File: src/rtl/fifo_rd_ctrl_if.sv
// fifo_rd_ctrl_if: read-side FIFO bus. It carries the synchronised pointer
// exchange, the memory read port and the valid/ready output stage.
// master = read controller, slave = memory/consumer/write-side peer.
interface fifo_rd_ctrl_if #(
    parameter int WIDTH        = 8,
    parameter int address_bits = 4
);
    logic [address_bits:0]   wptr_gray;
    logic [WIDTH-1:0]        mem_rdata;
    logic [address_bits-1:0] raddr;
    logic [address_bits:0]   rptr_gray;
    logic [WIDTH-1:0]        rd_data;
    logic                    rd_valid;
    logic                    rd_ready;
    logic                    empty;
    logic                    almost_empty;

    modport master (
        input  wptr_gray, mem_rdata, rd_ready,
        output raddr, rptr_gray, rd_data, rd_valid, empty, almost_empty
    );

    modport slave (
        output wptr_gray, mem_rdata, rd_ready,
        input  raddr, rptr_gray, rd_data, rd_valid, empty, almost_empty
    );
endinterface

File: src/rtl/fifo_rd_ctrl.sv
// fifo_rd_ctrl: read-side controller of the dual-clock FIFO.
// Owns the read pointer, synchronises the Gray write pointer into rclk,
// flags empty and presents words through a registered valid/ready stage.
// Optional feature: define FIFO_RD_ALMOST_EMPTY_EN to build the
// occupancy-based almost_empty flag; otherwise almost_empty is 0 out of reset.
module fifo_rd_ctrl #(
    parameter int WIDTH               = 8,
    parameter int no_of_addresses     = 16,
    parameter int address_bits        = $clog2(no_of_addresses),
    parameter int ALMOST_EMPTY_THRESH = 2
) (
    input  logic           rclk,
    input  logic           rst,
    fifo_rd_ctrl_if.master bus
);
    localparam int unsigned PW = $unsigned(address_bits + 1);

    logic [PW-1:0]    wq1;
    logic [PW-1:0]    wq2;
    logic [PW-1:0]    rbin;
    logic [PW-1:0]    rgray;
    logic [PW-1:0]    rbin_next;
    logic [PW-1:0]    rgray_next;
    logic [WIDTH-1:0] rd_data_q;
    logic             rd_valid_q;
    logic             empty_q;
    logic             almost_empty_q;
    logic             fetch;
    logic             pop;

    // Reject depths that are not a power of two and out-of-range thresholds
    if ((no_of_addresses < 4) || (no_of_addresses != (1 << address_bits)) ||
        (ALMOST_EMPTY_THRESH < 0) || (ALMOST_EMPTY_THRESH > no_of_addresses)) begin : g_bad_params
        $error("fifo_rd_ctrl: bad depth or almost-empty threshold");
    end

    assign bus.raddr        = rbin[address_bits-1:0];
    assign bus.rptr_gray    = rgray;
    assign bus.rd_data      = rd_data_q;
    assign bus.rd_valid     = rd_valid_q;
    assign bus.empty        = empty_q;
    assign bus.almost_empty = almost_empty_q;

    // Fetch when a word is available and the output stage is free or draining
    always_comb begin
        fetch      = !empty_q && (!rd_valid_q || bus.rd_ready);
        pop        = rd_valid_q && bus.rd_ready;
        rbin_next  = rbin + PW'(fetch);
        rgray_next = rbin_next ^ (rbin_next >> 1);
    end

    // Two-flop synchroniser of the write pointer into the read domain
    always_ff @(posedge rclk or posedge rst) begin
        if (rst) begin
            wq1 <= '0;
            wq2 <= '0;
        end else begin
            wq1 <= bus.wptr_gray;
            wq2 <= wq1;
        end
    end

    // Read pointer; advancing only on fetch gives the hold rule for free
    always_ff @(posedge rclk or posedge rst) begin
        if (rst) begin
            rbin  <= '0;
            rgray <= '0;
        end else begin
            rbin  <= rbin_next;
            rgray <= rgray_next;
        end
    end

    // Output stage: load on fetch, drop valid on a pop with nothing behind it
    always_ff @(posedge rclk or posedge rst) begin
        if (rst) begin
            rd_data_q  <= '0;
            rd_valid_q <= 1'b0;
        end else if (fetch) begin
            rd_data_q  <= bus.mem_rdata;
            rd_valid_q <= 1'b1;
        end else if (pop) begin
            rd_valid_q <= 1'b0;
        end
    end

    // Empty looks ahead at the pointer after this cycle's fetch
    always_ff @(posedge rclk or posedge rst) begin
        if (rst) begin
            empty_q <= 1'b1;
        end else begin
            empty_q <= (rgray_next == wq2);
        end
    end

`ifdef FIFO_RD_ALMOST_EMPTY_EN
    logic [PW-1:0] wbin;
    logic [PW-1:0] occ_next;

    // Gray-to-binary: binary bit i is the XOR of all Gray bits at or above i
    always_comb begin
        wbin = '0;
        for (int unsigned i = 0; i < PW; i++) begin
            wbin[i] = ^(wq2 >> i);
        end
        occ_next = wbin - rbin_next;
    end

    // Low-occupancy flag from the modulo distance between the pointers
    always_ff @(posedge rclk or posedge rst) begin
        if (rst) begin
            almost_empty_q <= 1'b1;
        end else begin
            almost_empty_q <= (occ_next <= PW'(ALMOST_EMPTY_THRESH));
        end
    end
`else
    // Feature not built: flag is only a reset indicator
    always_ff @(posedge rclk or posedge rst) begin
        if (rst) begin
            almost_empty_q <= 1'b1;
        end else begin
            almost_empty_q <= 1'b0;
        end
    end
`endif

endmodule

File: src/flat_wrapper.sv
// flat-port wrapper written by rule: the top's interface ports become plain ports
module fifo_rd_ctrl_flat 
#(
    parameter int WIDTH               = 8,
    parameter int no_of_addresses     = 16,
    parameter int address_bits        = $clog2(no_of_addresses),
    parameter int ALMOST_EMPTY_THRESH = 2
)
  (rclk, rst, bus_wptr_gray, bus_mem_rdata, bus_rd_ready, bus_raddr, bus_rptr_gray, bus_rd_data, bus_rd_valid, bus_empty, bus_almost_empty);
  fifo_rd_ctrl_if #(.WIDTH(WIDTH), .address_bits(address_bits)) bus_i ();
  input  logic rclk;
  input  logic rst;
  input wire logic [$bits(bus_i.wptr_gray)-1:0] bus_wptr_gray;
  input wire logic [$bits(bus_i.mem_rdata)-1:0] bus_mem_rdata;
  input wire logic [$bits(bus_i.rd_ready)-1:0] bus_rd_ready;
  output wire logic [$bits(bus_i.raddr)-1:0] bus_raddr;
  output wire logic [$bits(bus_i.rptr_gray)-1:0] bus_rptr_gray;
  output wire logic [$bits(bus_i.rd_data)-1:0] bus_rd_data;
  output wire logic [$bits(bus_i.rd_valid)-1:0] bus_rd_valid;
  output wire logic [$bits(bus_i.empty)-1:0] bus_empty;
  output wire logic [$bits(bus_i.almost_empty)-1:0] bus_almost_empty;
  assign bus_i.wptr_gray = bus_wptr_gray;
  assign bus_i.mem_rdata = bus_mem_rdata;
  assign bus_i.rd_ready = bus_rd_ready;
  assign bus_raddr = bus_i.raddr;
  assign bus_rptr_gray = bus_i.rptr_gray;
  assign bus_rd_data = bus_i.rd_data;
  assign bus_rd_valid = bus_i.rd_valid;
  assign bus_empty = bus_i.empty;
  assign bus_almost_empty = bus_i.almost_empty;
  fifo_rd_ctrl #(.WIDTH(WIDTH), .no_of_addresses(no_of_addresses), .address_bits(address_bits), .ALMOST_EMPTY_THRESH(ALMOST_EMPTY_THRESH)) u_core (.rclk(rclk), .rst(rst), .bus(bus_i));
endmodule
File: config.mk
export PLATFORM = sky130hd
export DESIGN_NAME = fifo_rd_ctrl_flat
export DESIGN_NICKNAME = d
export VERILOG_FILES = /design/src/rtl/fifo_rd_ctrl_if.sv /design/src/rtl/fifo_rd_ctrl.sv /design/src/flat_wrapper.sv
export SDC_FILE = /design/constraint.sdc
export NUM_CORES = 1
export LEC_CHECK = 0
export ABC_AREA = 1
export BUFFER_PORTS_ARGS = -buffer_cell sky130_fd_sc_hd__buf_2
export CAP_MARGIN = 20
export CORE_UTILIZATION = 49
export DETAILED_ROUTE_END_ITERATION = 8
export PLACE_DENSITY = 0.74
export SLEW_MARGIN = 15
export SYNTH_ARGS = -nofsm -noshare
export SYNTH_HDL_FRONTEND = slang
export SYNTH_SLANG_ARGS = --single-unit
File: constraint.sdc
create_clock -name rclk -period 2.55 [get_ports rclk]
set_input_delay 0.255 -clock rclk [delete_from_list [all_inputs] [get_ports rclk]]
set_output_delay 0.255 -clock rclk [all_outputs]
set_load 0.01 [all_outputs]
==> out/metrics.csv, run 1 <==
stage,metric,value,unit
global_routing,vias in the first global route,878,
floorplan,Die W,51.67,um
global_routing,largest net degree at the start of global routing,31,
floorplan,initial core utilization,53.11,%
setup_path,Setup crit end kind,flop,
pwr,Reg power frac,40.9,%
clock_network,clk buf depth,2,
cells_and_area,finished layout cell area,0.001504,sq mm
timing,Final Hold Fails,0,
detailed_routing,wire per inst,10.25,um
pwr,leakage power figure,0.8405,nW
detailed_routing,DRC errors left,0,
setup_path,worst path required time,2.82,ns
timing,Final Skew,0.003796,ns
cells_and_area,antenna cells,0,
clock_network,Worst-Skew Late Latency,0.33,ns
global_routing,met3 Usage GRT,9.357,%
clock_network,CTS tree,yes,
clock_network,CTS Sinks,30,
timing,RSZ-0062 raised after global routing,no,
floorplan,core area,0.002276,sq mm
clock_network,H-Tree Depth,2,
clock_network,CTS Hold Bufs,1,
global_routing,grt met1 use,21.79,%
global_routing,grt total ovfl,0,
synthesis,Yosys cell types,16,
timing,Final setup viols,0,
cells_and_area,"most common cell after layout, fill and taps aside",nand2_1,
global_routing,initial antenna violation count,0,
placement,Buffers on Ports,35,
synthesis,Syn Area/Cell,9.517,sq um
timing,Tmin final,2.183,ns
timing,fmax,458.0,MHz
detailed_routing,DR vias,956,
outcome,status,"complete, no violations",
cells_and_area,Final Non-Filler Cells,199,
synthesis,Gate Count Post-Synth,127,
global_routing,first-pass GRT wire length,3574,um
setup_path,Reg-to-Reg Start,u_core.bus.rd_valid,
synthesis,synthesized cell area,0.001209,sq mm
detailed_routing,WL final,2040,um
setup_path,element type at the critical path start,flop,
placement,area post-placement,0.001415,sq mm
synthesis,Yosys warning count,0,
placement,DP HPWL,1536,um
setup_path,Critical Path Most Common Cell,nand2_1,
floorplan,Die Y,51.67,um
pwr,Gate power share,39.1,%
setup_path,Top Family by Delay on Critical Path,adder cells,
pwr,internal power,1.044,mW
floorplan,die area,0.002669,sq mm
placement,Placer Congestion,0.8331,
pwr,pwr dens,1139,mW/mm^2
floorplan,num rows,17,
detailed_routing,Iter 0 DRT Violations,12,
pwr,switching part of the total power,39.04,%
global_routing,GR Util met2,29.22,%
timing,Final Cycle Share,85.63,%
detailed_routing,post-route ant nets,0,
clock_network,post-cts repair resize count,0,
synthesis,register area share after synthesis,62.32,%
setup_path,Critical Path Max Stage Delay,0.41,ns
clock_network,CTS buffer count,5,
cells_and_area,Final Util,66.08,%
pwr,Worst IR Drop VDD,0.0007783,V
global_routing,busiest metal layer after global routing,met2,
cells_and_area,final net count,188,
floorplan,Boundary Pins,36,
setup_path,crit path max fanout,10,
setup_path,Setup crit start,u_core.bus.rd_valid,
detailed_routing,Vias per Instance,4.804,
clock_network,post-CTS setup buffers,0,
timing,fin. max-slew vios,0,
global_routing,Total GRT Usage,19.60,%
detailed_routing,router iterations before antenna repair,4,
setup_path,worst-path cell chain,"a21oi_2, ha_1, ha_1, inv_1, nand2_1, nand3_1, nand3_2, nand2_1, nor2_1, nand2_1, nor2_2",
hold_path,Worst Hold Launch,bus_wptr_gray[2],
setup_path,worst path bufs/invs,1,
clock_network,clock transition at the registers of the reported paths,0.09,ns
pwr,total power,1.712,mW
run,max-cap violations,0,
pwr,Clk pwr share,20.1,%
setup_path,CP max-delay cell,dfrtp_1,
clock_network,clk root buf,clkbuf_4,
synthesis,synthesized flop and latch total,30,
placement,Placed Cells,190,
cells_and_area,P&R area growth vs syn,24.43,%
pwr,Net Sw Power,0.6684,mW
timing,setup TNS,0,ns
cells_and_area,share of cells above drive strength 1,33.92,%
setup_path,"Data arrival, critical path",2.46,ns
setup_path,WS Path Type,flop to flop,
setup_path,r2r setup slk,0.37,ns
cells_and_area,"commonest cells after routing, fill and taps aside","57 x nand2_1, 35 x buf_2, 28 x dfrtp_1, 11 x inv_1",
synthesis,syn nets,145,
hold_path,Hold/Removal Path Class,input pin to flop,
routing by layer:
layer | wire length [um] | part of all wire, % | vias up
met2 | 982 | 48 | 39
met5 | 0 | 0 | -
met4 | 76 | 3.7 | 0
met1 | 843 | 41 | 425
li1 | - | - | 478
met3 | 137 | 6.7 | 14
synth_stat cells:
cell type  count  share of area (%)
dfstp_2        2                4.3
buf_6          1               0.93
ha_1           2                2.1
nand3b_1       2                1.2
nand4_1        4                2.1
nor2_1         1               0.31
dfrtp_1       28                 58
inv_1         11                3.4
nor2_2         1               0.52
inv_2          1               0.31
nand3_1        6                2.5
nand2_2        6                3.1
a21oi_2        1               0.72
nand3_2        3                2.5
conb_1         1               0.31
nand2_1       57                 18
registers in the layout (all words and copies together), names as in the netlist:
register and flops:
u_core.wq1 5, u_core.bus.empty 1, u_core.bus.rptr_gray 4, u_core.bus.rd_valid 1, u_core.bus.rd_data 8, u_core.rbin 5, u_core.wq2 5, u_core.bus.almost_empty 1
power groups by stage:
stage               sequential, mW  clock (mW)  combinational (mW)
floorplan                    0.740           0               0.442
global placement             0.699           0               0.657
detailed placement           0.707           0               0.677
CTS                          0.699       0.355               0.680
global route                 0.717       0.371               0.767
finish                       0.700       0.344               0.669
worst register-to-register path, cell delays in order (launching register included):
cell and delay [ns]:
dfrtp_1 0.41, a21oi_2 0.40, ha_1 0.32, ha_1 0.31
inv_1 0.09, nand2_1 0.09, nand3_1 0.11, nand3_2 0.10
nand2_1 0.05, nor2_1 0.10, nand2_1 0.07, nor2_2 0.07
worst paths after layout:
path / cells past startpoint / to
setup / recovery: 11 / u_core.bus.empty
hold / removal: 1 / u_core.wq1[2]
setup reg to reg: 11 / u_core.bus.empty
hold reg to reg: 0 / u_core.wq2[1]
max in group asynchronous: 4 / u_core.bus.empty
min in group asynchronous: 4 / u_core.wq2[2]
cell families after synthesis:
logic type      Yosys count  synth area share (%)
simple gates             80                 29.92
flops                    30                 62.32
buf+inv                  13                 4.658
fa+ha+maj                 2                 2.070
compound gates            1                0.7248
other cells               1                0.3103
area by class of cell:
cell class / count / area, sq um
fill: 188 / 772.0
sequential: 30 / 753.2
multi-input combinational: 84 / 399.1
timing repair buffer: 37 / 192.7
clock buffer: 8 / 78.83
inverter: 12 / 45.04
tap: 28 / 35.03
metrics by stage:
stage	worst slack (ns)	hold slack, ns
after floorplan	0.6137	0.2864
after global placement	0.4399	0.3319
after detailed placement	0.3755	0.3355
after CTS	0.3418	0.009797
after global routing	0.06183	0.003653
final	0.3665	0.02333
Note: power is estimated with default switching activity, not from simulation.
==> run 2: changes to the inputs <==
--- a/config.mk
+++ b/config.mk
@@ -6,10 +6,10 @@
 export NUM_CORES = 1
 export LEC_CHECK = 0
 export ABC_AREA = 1
-export BUFFER_PORTS_ARGS = -buffer_cell sky130_fd_sc_hd__buf_2
 export CAP_MARGIN = 20
-export CORE_UTILIZATION = 49
+export CORE_UTILIZATION = 60
 export DETAILED_ROUTE_END_ITERATION = 8
+export DONT_BUFFER_PORTS = 1
 export PLACE_DENSITY = 0.74
 export SLEW_MARGIN = 15
 export SYNTH_ARGS = -nofsm -noshare
==> run 2 against run 1 <==
Effect of this change:
- worst setup slack got worse by 0.076 ns
- final area shrank 9.8%
- die area is 18% lower
- utilization rose by 9.2 points
- sequential power is 10% higher
- power fell by 7.8%
- clock power fell by 15%
- worst hold slack better by 0.028 ns
==> out/metrics.csv, run 2 (synthesis gave the netlist of run 1 again) <==
stage,metric,value,unit
outcome,status,"complete, no violations",
global_routing,grt total ovfl,0,
floorplan,Die Y,46.88,um
clock_network,CTS buffer count,5,
clock_network,clk root buf,clkbuf_4,
detailed_routing,wire per inst,12.99,um
setup_path,worst path required time,2.80,ns
cells_and_area,antenna cells,0,
detailed_routing,DRC errors left,0,
cells_and_area,finished layout cell area,0.001356,sq mm
clock_network,post-cts repair resize count,0,
pwr,leakage power figure,0.7090,nW
cells_and_area,final net count,158,
clock_network,CTS tree,yes,
floorplan,Die W,46.88,um
placement,Placed Cells,152,
cells_and_area,Final Non-Filler Cells,166,
global_routing,Total GRT Usage,22.49,%
setup_path,crit path max fanout,10,
setup_path,element type at the critical path start,flop,
hold_path,hold path depth,2,
timing,fin. max-slew vios,0,
detailed_routing,Vias per Instance,5.169,
clock_network,post-CTS setup buffers,0,
cells_and_area,storage element area,753.2,sq um
cells_and_area,P&R area growth vs syn,12.22,%
timing,Tmin final,2.259,ns
timing,Final Hold Fails,0,
timing,fmax,442.6,MHz
clock_network,clock transition at the registers of the reported paths,0.09,ns
run,max-cap violations,0,
pwr,Worst IR Drop VDD,0.0006930,V
hold_path,Hold/Removal Path Class,input pin to flop,
pwr,pwr dens,1164,mW/mm^2
floorplan,num rows,15,
detailed_routing,router iterations before antenna repair,4,
floorplan,Boundary Pins,36,
setup_path,"Data arrival, critical path",2.51,ns
timing,Final Skew,0.009314,ns
placement,Placer Congestion,0.8538,
detailed_routing,post-route ant nets,0,
hold_path,Worst Hold Launch,bus_mem_rdata[2],
global_routing,initial antenna violation count,0,
clock_network,clk buf depth,2,
cells_and_area,multi-input logic area,399.1,sq um
global_routing,first-pass GRT wire length,3312,um
clock_network,CTS Sinks,30,
cells_and_area,share of cells above drive strength 1,15.60,%
clock_network,H-Tree Depth,2,
floorplan,initial core utilization,67.08,%
setup_path,Reg-to-Reg Start,u_core.bus.rd_valid,
setup_path,Setup crit end kind,flop,
global_routing,vias in the first global route,844,
placement,Buffers on Ports,0,
detailed_routing,WL final,2157,um
cells_and_area,"most common cell after layout, fill and taps aside",nand2_1,
cells_and_area,"commonest cells after routing, fill and taps aside","57 x nand2_1, 28 x dfrtp_1, 11 x inv_1",
timing,RSZ-0062 raised after global routing,no,
setup_path,WS Path Type,flop to flop,
clock_network,Worst-Skew Late Latency,0.32,ns
timing,Final Cycle Share,88.61,%
cells_and_area,max reg flops,8,
detailed_routing,DR vias,858,
placement,area post-placement,0.001236,sq mm
setup_path,cells on worst reg2reg path,11,
global_routing,largest net degree at the start of global routing,31,
timing,Final setup viols,0,
timing,setup TNS,0,ns
detailed_routing,Iter 0 DRT Violations,22,
placement,DP HPWL,1376,um
timing,Hold Slack,0.05175,ns
setup_path,Setup crit start,u_core.bus.rd_valid,
cells_and_area,Layout fillers,130,
clock_network,CTS Hold Bufs,6,
floorplan,core area,0.001802,sq mm
floorplan,die area,0.002198,sq mm
==> run 2: cell count changes in the layout (fill, tap and decap cells not counted) <==
cell           previous run  this run
buf_2                    35         0
dlygate4sd3_1             1         6
clkbuf_8                  3         1
clkbuf_1                  0         1
clkinv_2                  0         1
==> run 2: cell type report <==
| cell class | count | area share [%] |
|---|---|---|
| clock buffer | 7 | 4.059 |
| clock inverter | 1 | 0.3690 |
| inverter | 12 | 3.321 |
| multi-input combinational | 84 | 29.43 |
| sequential | 30 | 55.54 |
| tap | 25 | 2.306 |
| timing repair buffer | 7 | 4.982 |
==> run 2: worst paths after layout <==
path	endpoint	slack, ns
min reg2reg	u_core.wq2[1]	0.35
max reg2reg	u_core.bus.empty	0.29
max	u_core.bus.empty	0.29
min	u_core.bus.rd_data[2]	0.05
max in group asynchronous	u_core.bus.empty	1.78
min in group asynchronous	u_core.bus.rptr_gray[0]	0.46
==> run 2: stage by stage <==
stage	utilization, %	setup slack, ns	power, mW
2_1_floorplan	-	0.6137	1.182
3_3_place_gp	68.61	0.3828	1.253
3_5_place_dp	68.61	0.3076	1.281
4_1_cts	75.28	0.2825	1.576
5_1_grt	75.28	0.09700	1.695
6_report	75.28	0.2905	1.579
==> run 2: worst max-delay path: stages (launching register included) <==
cell	delay (ns)
dfrtp_1	0.44
a21oi_2	0.43
ha_1	0.33
ha_1	0.30
nand2_1	0.10
nand2_1	0.16
nand2_2	0.08
nand3_2	0.06
nand2_1	0.06
nor2_1	0.10
nand2_1	0.07
nor2_2	0.08
==> run 2: power breakdown <==
part	switching [mW]	internal, mW	leakage (nW)	total, mW
combinational	0.336	0.178	0.321	0.514
clock	0.158	0.134	0.0353	0.291
sequential	0.170	0.603	0.353	0.773
==> run 2: routing by layer <==
metal	track usage (%)	routed length (um)	up-vias
met5	0	0	-
met1	25.26	900	399
met3	8.077	151	4
met4	9.714	26	0
met2	38.61	1078	37
li1	-	-	418
==> run 3: changes to the inputs <==
--- a/config.mk
+++ b/config.mk
@@ -7,10 +7,10 @@
 export LEC_CHECK = 0
 export ABC_AREA = 1
 export CAP_MARGIN = 20
-export CORE_UTILIZATION = 60
+export CORE_UTILIZATION = 23
 export DETAILED_ROUTE_END_ITERATION = 8
 export DONT_BUFFER_PORTS = 1
-export PLACE_DENSITY = 0.74
+export PLACE_DENSITY = 0.34
 export SLEW_MARGIN = 15
 export SYNTH_ARGS = -nofsm -noshare
 export SYNTH_HDL_FRONTEND = slang
==> constraint.sdc (replaced) <==
create_clock -name rclk -period 2.55 [get_ports rclk]
set_input_delay 0.255 -clock rclk [delete_from_list [all_inputs] [get_ports rclk]]
set_output_delay 0.255 -clock rclk [all_outputs]
set_load 0.1 [all_outputs]
==> run 3 against run 2 <==
Effect of this change:
- non-clock buffer count increased by 6
- routed wire length increased by 18%
- sequential share of layout area decreased by 4.9 points
- register-to-register slack improved by 0.04 ns
- clock skew decreased by 0.0058 ns
- critical path depth unchanged
- worst setup slack improved by 0.039 ns
- final area increased by 9.6%
- utilization decreased by 46 points
==> out/metrics.csv, run 3 (synthesis gave the netlist of run 1 again) <==
stage,metric,value,unit
detailed_routing,router iterations before antenna repair,3,
setup_path,worst path required time,2.76,ns
timing,fin. max-slew vios,0,
floorplan,Die W,74.49,um
timing,Worst Tran Pin Value,0.9121,ns
global_routing,largest net degree at the start of global routing,21,
setup_path,CP max-delay cell,a21oi_2,
outcome,status,"complete, no violations",
clock_network,Worst-Skew Late Latency,0.27,ns
clock_network,CTS buffer count,5,
detailed_routing,wire per inst,11.76,um
clock_network,CTS tree,yes,
clock_network,CTS Sinks,30,
floorplan,initial core utilization,23.82,%
detailed_routing,DR vias,888,
setup_path,Worst R2R End,u_core.bus.empty,
hold_path,Hold/Removal Path Class,input pin to asynchronous set/reset pin,
global_routing,initial antenna violation count,0,
detailed_routing,post-route ant nets,0,
timing,Final setup viols,0,
clock_network,clk root buf,clkbuf_8,
run,max-cap violations,0,
setup_path,crit path max fanout,10,
clock_network,post-CTS setup buffers,0,
floorplan,num rows,26,
timing,fmax,450.3,MHz
timing,Final Hold Fails,0,
detailed_routing,DRC errors left,0,
clock_network,post-cts repair resize count,0,
clock_network,CTS Hold Bufs,5,
clock_network,clk buf depth,2,
floorplan,Die Y,74.49,um
detailed_routing,Vias per Instance,4.092,
setup_path,Critical Path Most Common Cell,nand2_1,
setup_path,Critical Path Max Stage Delay,0.40,ns
clock_network,clock transition at the registers of the reported paths,0.06,ns
cells_and_area,max reg flops,8,
global_routing,grt total ovfl,0,
setup_path,r2r setup slk,0.33,ns
cells_and_area,antenna cells,0,
cells_and_area,share of cells above drive strength 1,19.73,%
cells_and_area,final net count,164,
floorplan,core area,0.005075,sq mm
cells_and_area,P&R area growth vs syn,22.98,%
timing,Tmin final,2.221,ns
placement,area post-placement,0.001345,sq mm
global_routing,Total GRT Usage,11.02,%
global_routing,first-pass GRT wire length,4374,um
detailed_routing,WL final,2553,um
setup_path,cells on worst reg2reg path,11,
setup_path,WS Path Type,flop to flop,
setup_path,worst-path cell chain,"a21oi_2, ha_1, ha_1, nand2_1, nand2_1, nand2_2, nand3_2, nand2_1, nor2_1, nand2_1, nor2_2",
setup_path,element type at the critical path start,flop,
clock_network,H-Tree Depth,2,
floorplan,Boundary Pins,36,
setup_path,Setup crit end kind,flop,
timing,Final Skew,0.003524,ns
detailed_routing,Iter 0 DRT Violations,18,
setup_path,"Data arrival, critical path",2.43,ns
global_routing,vias in the first global route,971,
timing,slew margin rel.,39.19,%
floorplan,die area,0.005549,sq mm
setup_path,Reg-to-Reg Start,u_core.bus.rd_valid,
timing,Final Cycle Share,87.08,%
cells_and_area,"most common cell after layout, fill and taps aside",nand2_1,
timing,setup TNS,0,ns
timing,RSZ-0062 raised after global routing,no,
placement,Placer Congestion,0.7355,
placement,Buffers on Ports,0,
placement,DP HPWL,1914,um
cells_and_area,"commonest cells after routing, fill and taps aside","57 x nand2_1, 28 x dfrtp_1, 11 x inv_1, 8 x buf_4",
cells_and_area,finished layout cell area,0.001486,sq mm
[run 3: worst max-delay path by stage]
stage / startpoint / end / slack, ns
2_1_floorplan: u_core.bus.rd_valid / u_core.bus.empty / 0.09
3_3_place_gp: u_core.bus.rd_valid / u_core.bus.empty / 0.39
3_5_place_dp: u_core.bus.rd_valid / u_core.bus.empty / 0.29
4_1_cts: u_core.bus.rd_valid / u_core.bus.empty / 0.29
5_1_grt: u_core.bus.rd_valid / u_core.bus.empty / 0.04
6_report: u_core.bus.rd_valid / u_core.bus.empty / 0.33
[run 3: final cells by class]
cell class	instances	area (sq um)
timing repair buffer	13	110.1
clock buffer	7	86.33
clock inverter	1	5.005
multi-input combinational	84	399.1
inverter	12	45.04
fill	557	3588
sequential	30	753.2
tap	70	87.58
[run 3: metrics by stage]
step	worst slack [ns]	utilization, %	hold slack, ns	std cells
final	0.3294	29.29	0.02554	217
after global placement	0.3850	26.50	0.2865	204
after detailed placement	0.2944	26.50	0.2865	204
after global routing	0.03544	29.29	0.07277	217
after CTS	0.2904	29.29	0.05127	217
after floorplan	0.09147	-	0.2864	127
[run 3: critical path: cells and delay by family, from the launching register on]
| kind | cells | cell delay (ns) |
|---|---|---|
| and+or+nand+nor | 8 | 0.73 |
| DFF | 1 | 0.39 |
| AOI/OAI and AO/OA | 1 | 0.40 |
| adders and majority gates | 2 | 0.64 |
[run 3: layer usage]
metal | track usage, % | vias up | share of wire [%]
li1 | - | 429 | -
met1 | 11.08 | 423 | 39
met2 | 19.12 | 32 | 51
met3 | 4.607 | 4 | 8.9
met4 | 6.289 | 0 | 1.8
met5 | 0 | - | 0
Power of run 3 is left out: the tool's default activity adds up to more than one toggle a clock period on the data nets, which glitch-free logic cannot reach.
